**config.mk**
```make
export PLATFORM = sky130hd
export DESIGN_NAME = alu_rs
export DESIGN_NICKNAME = d
export VERILOG_FILES = /design/src/rtl/alu_rs_pkg.sv /design/src/rtl/rs_prio_enc.sv /design/src/rtl/alu_rs.sv
export VERILOG_INCLUDE_DIRS = /design/src /design/src/rtl
export SDC_FILE = /design/constraint.sdc
export NUM_CORES = 2
export LEC_CHECK = 0
export ABC_AREA = 1
export BUFFER_PORTS_ARGS = -buffer_cell sky130_fd_sc_hd__buf_4
export CORE_MARGIN = 5
export CORE_UTILIZATION = 40
export DETAILED_ROUTE_END_ITERATION = 8
export MAX_ROUTING_LAYER = met4
export SLEW_MARGIN = 15
export SYNTH_ARGS = -nofsm -noshare
export SYNTH_HDL_FRONTEND = slang
export SYNTH_HIERARCHICAL = 1
export SYNTH_SLANG_ARGS = --single-unit
```
**constraint.sdc**
```tcl
create_clock -name clk_in -period 4.2 [get_ports clk_in]
set_input_delay 0.63 -clock clk_in [delete_from_list [all_inputs] [get_ports clk_in]]
set_output_delay 0.63 -clock clk_in [all_outputs]
set_load 0.02 [all_outputs]
```
**src/rtl/define.vh**
```
// Shared widths, opcode encodings and boolean literals for the execution cluster.
`ifndef DEFINE_VH
`define DEFINE_VH

`define DATA_WIDTH 32
`define ROB_WIDTH  4
`define OP_WIDTH   6

`define TRUE  1'b1
`define FALSE 1'b0

`define OP_ADD  6'd1
`define OP_ADDI 6'd2
`define OP_SUB  6'd3
`define OP_AND  6'd4
`define OP_OR   6'd5
`define OP_XOR  6'd6

`endif

```
**src/rtl/alu_rs_pkg.sv**
```systemverilog
// Types and constants shared by the ALU reservation station and its bench.
`include "define.vh"

package alu_rs_pkg;

    localparam int unsigned DATA_WIDTH = `DATA_WIDTH;
    localparam int unsigned ROB_WIDTH  = `ROB_WIDTH;
    localparam int unsigned OP_WIDTH   = `OP_WIDTH;

    localparam logic [OP_WIDTH-1:0] OP_ADD  = `OP_ADD;
    localparam logic [OP_WIDTH-1:0] OP_ADDI = `OP_ADDI;

    typedef struct packed {
        logic                  busy;
        logic [OP_WIDTH-1:0]   opcode;
        logic [DATA_WIDTH-1:0] vj;
        logic [DATA_WIDTH-1:0] vk;
        logic [ROB_WIDTH-1:0]  qj;
        logic [ROB_WIDTH-1:0]  qk;
        logic                  qj_wait;
        logic                  qk_wait;
        logic [DATA_WIDTH-1:0] imm;
        logic [ROB_WIDTH-1:0]  rob_id;
    } rs_entry_t;

endpackage

```
**src/rtl/rs_prio_enc.sv**
```systemverilog
// Lowest-index priority encoder: returns the index of the first set request bit.
module rs_prio_enc #(
    parameter int unsigned N = 8
) (
    input  logic [N-1:0]         req,
    output logic [$clog2(N)-1:0] idx,
    output logic                 found
);

    localparam int unsigned IDX_W = $clog2(N);

    always_comb begin
        idx   = '0;
        found = 1'b0;
        for (int unsigned i = 0; i < N; i++) begin
            if (req[i] && !found) begin
                idx   = IDX_W'(i);
                found = 1'b1;
            end
        end
    end

endmodule

```
**src/rtl/alu_rs.sv**
```systemverilog
// ALU reservation station: buffers dispatched ops, wakes them from the ALU/LSB
// broadcast buses and issues the lowest-index ready entry to an idle ALU.
`include "define.vh"

module alu_rs
    import alu_rs_pkg::*;
#(
    parameter int unsigned RS_SIZE = 8
) (
    input  logic                  clk_in,
    input  logic                  rst_in,
    input  logic                  rdy_in,
    input  logic                  clear_in,

    input  logic                  dispatch_valid_in,
    input  logic [OP_WIDTH-1:0]   opcode_in,
    input  logic [DATA_WIDTH-1:0] imm_in,
    input  logic [ROB_WIDTH-1:0]  rob_id_in,
    input  logic [DATA_WIDTH-1:0] vj_in,
    input  logic [DATA_WIDTH-1:0] vk_in,
    input  logic [ROB_WIDTH-1:0]  qj_in,
    input  logic [ROB_WIDTH-1:0]  qk_in,
    input  logic                  qj_wait_in,
    input  logic                  qk_wait_in,
    output logic                  full_out,

    input  logic                  idle_alu_in,
    output logic                  rdy_alu_out,
    output logic [OP_WIDTH-1:0]   opcode_alu_out,
    output logic [DATA_WIDTH-1:0] vj_alu_out,
    output logic [DATA_WIDTH-1:0] vk_alu_out,
    output logic [DATA_WIDTH-1:0] imm_alu_out,
    output logic [ROB_WIDTH-1:0]  rob_id_alu_out,

    input  logic                  cdb_alu_valid_in,
    input  logic [ROB_WIDTH-1:0]  cdb_alu_rob_id_in,
    input  logic [DATA_WIDTH-1:0] cdb_alu_result_in,
    input  logic                  cdb_lsb_valid_in,
    input  logic [ROB_WIDTH-1:0]  cdb_lsb_rob_id_in,
    input  logic [DATA_WIDTH-1:0] cdb_lsb_result_in
);

    localparam int unsigned IDX_W = $clog2(RS_SIZE);

    rs_entry_t          rs_q [RS_SIZE];
    rs_entry_t          disp_entry;
    logic [RS_SIZE-1:0] busy_vec;
    logic [RS_SIZE-1:0] ready_vec;
    logic [IDX_W-1:0]   free_idx;
    logic [IDX_W-1:0]   ready_idx;
    logic               free_found;
    logic               ready_found;
    logic               do_dispatch;
    logic               do_issue;

    always_comb begin
        busy_vec  = '0;
        ready_vec = '0;
        for (int unsigned i = 0; i < RS_SIZE; i++) begin
            busy_vec[i]  = rs_q[i].busy;
            ready_vec[i] = rs_q[i].busy && !rs_q[i].qj_wait && !rs_q[i].qk_wait;
        end
    end

    rs_prio_enc #(.N(RS_SIZE)) u_free_enc (
        .req   (~busy_vec),
        .idx   (free_idx),
        .found (free_found)
    );

    rs_prio_enc #(.N(RS_SIZE)) u_ready_enc (
        .req   (ready_vec),
        .idx   (ready_idx),
        .found (ready_found)
    );

    assign full_out    = !free_found;
    assign do_dispatch = dispatch_valid_in && !full_out;
    assign do_issue    = idle_alu_in && ready_found;

    // A waiting operand may be satisfied by a broadcast in the dispatch cycle itself.
    always_comb begin
        disp_entry         = '0;
        disp_entry.busy    = `TRUE;
        disp_entry.opcode  = opcode_in;
        disp_entry.imm     = imm_in;
        disp_entry.rob_id  = rob_id_in;
        disp_entry.qj      = qj_in;
        disp_entry.qk      = qk_in;
        disp_entry.vj      = vj_in;
        disp_entry.vk      = vk_in;
        disp_entry.qj_wait = qj_wait_in;
        disp_entry.qk_wait = qk_wait_in;
        if (qj_wait_in && cdb_alu_valid_in && cdb_alu_rob_id_in == qj_in) begin
            disp_entry.vj      = cdb_alu_result_in;
            disp_entry.qj_wait = `FALSE;
        end else if (qj_wait_in && cdb_lsb_valid_in && cdb_lsb_rob_id_in == qj_in) begin
            disp_entry.vj      = cdb_lsb_result_in;
            disp_entry.qj_wait = `FALSE;
        end
        if (qk_wait_in && cdb_alu_valid_in && cdb_alu_rob_id_in == qk_in) begin
            disp_entry.vk      = cdb_alu_result_in;
            disp_entry.qk_wait = `FALSE;
        end else if (qk_wait_in && cdb_lsb_valid_in && cdb_lsb_rob_id_in == qk_in) begin
            disp_entry.vk      = cdb_lsb_result_in;
            disp_entry.qk_wait = `FALSE;
        end
    end

    always_ff @(posedge clk_in) begin
        if (!rst_in) begin
            for (int unsigned i = 0; i < RS_SIZE; i++) begin
                rs_q[i] <= '0;
            end
            rdy_alu_out    <= `FALSE;
            opcode_alu_out <= '0;
            vj_alu_out     <= '0;
            vk_alu_out     <= '0;
            imm_alu_out    <= '0;
            rob_id_alu_out <= '0;
        end else if (clear_in) begin
            for (int unsigned i = 0; i < RS_SIZE; i++) begin
                rs_q[i].busy <= `FALSE;
            end
            rdy_alu_out <= `FALSE;
        end else if (!rdy_in) begin
            rdy_alu_out <= `FALSE;
        end else begin
            for (int unsigned i = 0; i < RS_SIZE; i++) begin
                if (rs_q[i].busy) begin
                    if (rs_q[i].qj_wait && cdb_alu_valid_in && cdb_alu_rob_id_in == rs_q[i].qj) begin
                        rs_q[i].vj      <= cdb_alu_result_in;
                        rs_q[i].qj_wait <= `FALSE;
                    end else if (rs_q[i].qj_wait && cdb_lsb_valid_in && cdb_lsb_rob_id_in == rs_q[i].qj) begin
                        rs_q[i].vj      <= cdb_lsb_result_in;
                        rs_q[i].qj_wait <= `FALSE;
                    end
                    if (rs_q[i].qk_wait && cdb_alu_valid_in && cdb_alu_rob_id_in == rs_q[i].qk) begin
                        rs_q[i].vk      <= cdb_alu_result_in;
                        rs_q[i].qk_wait <= `FALSE;
                    end else if (rs_q[i].qk_wait && cdb_lsb_valid_in && cdb_lsb_rob_id_in == rs_q[i].qk) begin
                        rs_q[i].vk      <= cdb_lsb_result_in;
                        rs_q[i].qk_wait <= `FALSE;
                    end
                end
            end

            rdy_alu_out <= do_issue;
            if (do_issue) begin
                opcode_alu_out          <= rs_q[ready_idx].opcode;
                vj_alu_out              <= rs_q[ready_idx].vj;
                vk_alu_out              <= rs_q[ready_idx].vk;
                imm_alu_out             <= rs_q[ready_idx].imm;
                rob_id_alu_out          <= rs_q[ready_idx].rob_id;
                rs_q[ready_idx].busy    <= `FALSE;
            end

            // Free slot comes from pre-edge busy bits, so a slot issued this cycle is not reused yet.
            if (do_dispatch) begin
                rs_q[free_idx] <= disp_entry;
            end
        end
    end

endmodule

```
==> summary.txt <==
Final nets: 8508
Final HPWL DP: 189000 um
crit-path leading delay family: simple AND/OR/NAND/NOR gates
Post-synth EDFFs: 928
routed len/inst: 30.4 um
Synth Instances: 8365
Area Overhead vs Synth: 13.0%
setup repair after global routing missed its margin: no
clk slew on worst S/H paths: 60 ps
CTS tree: yes
Num CTS Buffers: 120
most common library cells after synthesis: nand2_1, nand3_1, edfxtp_1
largest net degree at the start of global routing: 89
Filler Cells Inserted: 15300
final core occ: 45.6%
Post-CTS Resized: 0
Avg Cell Area, Syn: 7.44 um2
cts hold-fix bufs: 0
antenna violations before repair: 16
most common cell in the netlist: nand2_1
register area: 30200 um2
Unique masters post-synth: 48
clock latency on the worst-skew pair: 800 ps
max_slew headroom: 7.92%
ranking of synthesized cells by area: edfxtp_1, nand2_1, nand3_1
Yosys warning count: 6
Cell Chain, Critical Path: nor3_1 > nor2_2 > nand3_2 > nor2_2 > o21ai_1 > nand2_1 > nor2_1 > nand2_1 > inv_4 > buf_12 > nand2_1 > nand2_1 > a21oi_1 > nand3_1 > o211ai_1 > inv_1
Die X-Extent: 404 um
Initial Util: 40.3%
Port Buffer Count: 303
Mapped Nets: 8561
failing checks: design-rule violations
clock sink total: 1043
design area: 70300 um2
Critical Path AT: 4500 ps
Mapped Area: 62200 um2
CTS H-tree depth: 3
layout cells sized above 1: 9.94%
total wire length: 319000 um
drt initial violations: 10300
CP startpoint: rs_q[3][37]$_SDFFCE_PN0P_
ys async rst share: 0%
Synth Flop Type: edfxtp_1
die area: 164000 um2
Post-CTS Setup Bufs: 0
maximum clock rate: 263 MHz
area share of the largest cell type after synthesis: 44.8%
Crit path largest cell delay: 540 ps
CTS root buf: clkbuf_16
worst-path maximum fanout: 25
outcome: complete, but fails checks
crit-path most repeated cell: nand2_1
Slew @ Worst Pin: 1380 ps
PwrDens: 354 nW/um2
crit path buf inv count: 3
Slowest cell on crit path: nor3_1
Final Hold Violating Endpoints: 0
HP Class: primary input to flip-flop
setup TNS: 0 ps
Core Region: 154000 um2
post-DR vias/cell: 6.16
Ports: 304
Vias: 64600
CP startpoint kind: flip-flop
MaxCap Viol Count: 0
#FFs+latches synth: 1043
grt total ovfl: 0
VDD IR max: 0.345 mV
worst r2r src: rs_q[3][37]$_SDFFCE_PN0P_
CP Capture Type: flip-flop
CTS max path bufs: 3
area leader, netlist: edfxtp_1
Final Max Tran Viols: 0
min-delay src: opcode_in[2]
GRT Total Usage: 38.8%
vias in the first global route: 60400
worst setup path class: flip-flop to flip-flop
Residual DRC: 5
total area of multi-input combinational cells: 26800 um2
worst setup margin: 400 ps
global placer's final weighted congestion: 0.994
# setup viols final: 0
period utilisation layout: 90.5%
Die Y: 404 um
# rows: 144
total power: 24.9 mW
dpl ws: 659 ps
dpl cell area: 66200 um2
Post-DRT Antenna Nets: 0
minimum clock period: 3800 ps
Pre-antenna DRT Iters: 9
Leak: 32.7 nW
first-pass GRT wire length: 445000 um
register area share after synthesis: 48.5%
CP required: 4900 ps
Clock Skew: 54.7 ps
## sequential cells by signal, indices dropped and copies added (netlist names)
register / flops
rs_q: 936
vk_alu_out: 32
rob_id_alu_out: 4
opcode_alu_out: 6
rdy_alu_out: 1
imm_alu_out: 32
vj_alu_out: 32
## cell type report
class	instances	area share, %
Tap cell	2044	3.64
Clock inverter	59	1.03
Clock buffer	169	4.76
Inverter	615	3.32
Timing Repair Buffer	502	6.20
Antenna cell	20	0.0712
Multi-Input combinational cell	6030	38.1
Sequential cell	1043	42.9
## per-stage QoR
stage | instances | hold WS [ps]
after floorplan | 8365 | 447
after global placement | 10200 | 457
after detailed placement | 10200 | 463
after CTS | 10500 | 221
after global routing | 10500 | 257
final | 10500 | 260
## report_power, final
group	switching, mW	internal [mW]	total, mW	leakage [nW]
clock network	4.76	6.30	11.1	1.97
logic	1.66	0.444	2.10	20.1
registers	0.121	11.6	11.7	10.6
total	6.54	18.3	24.9	32.7
## final timing paths
path	endpoint	slack, ps	cells past startpoint
max	vj_alu_out[29]$_SDFFE_PN0P_	400	16
min	rs_q[3][112]$_SDFFCE_PN0P_	260	3
max reg2reg	vj_alu_out[29]$_SDFFE_PN0P_	400	16
min reg2reg	rs_q[2][116]$_SDFFE_PP1P_	470	2
## metal layers
metal  track usage, %  wire length, um  part of all wire [%]
met1             47.6           113000                    35
met3             13.4            50200                    16
met4             23.3            23300                   7.3
met2             55.2           133000                    42
met5                -                0                     0
## worst reg2reg max path: stages, from the launching register on
cell and delay [ps]:
edfxtp_1 490, nor3_1 540, nor2_2 120, nand3_2 120
nor2_2 50, o21ai_1 80, nand2_1 220, nor2_1 200
nand2_1 390, inv_4 520, buf_12 350, nand2_1 100
nand2_1 80, a21oi_1 40, nand3_1 210, o211ai_1 130
inv_1 80
## layout by cell type, fill, tap and decap left out, types with 19 or more instances in the layout
cell / count
a21oi_1: 115
a22oi_1: 22
buf_12: 47
buf_4: 454
clkbuf_1: 33
clkbuf_16: 120
clkinv_2: 19
dfxtp_1: 115
diode_2: 20
edfxtp_1: 928
inv_1: 575
inv_2: 24
nand2_1: 3047
nand2_2: 21
nand3_1: 1553
nand3_2: 25
nand4_1: 224
nor2_1: 730
nor2_4: 26
o21ai_0: 74
o22ai_1: 32
## cell families after synthesis
kind of cell    count (synthesis)  synth area share, %
xor+xnor                       11                0.155
flops                        1043                 48.5
simple gates                 5680                 39.1
compound gates                339                 3.42
buf+inv                      1292                 8.80
(Power assumes the default switching activity.)
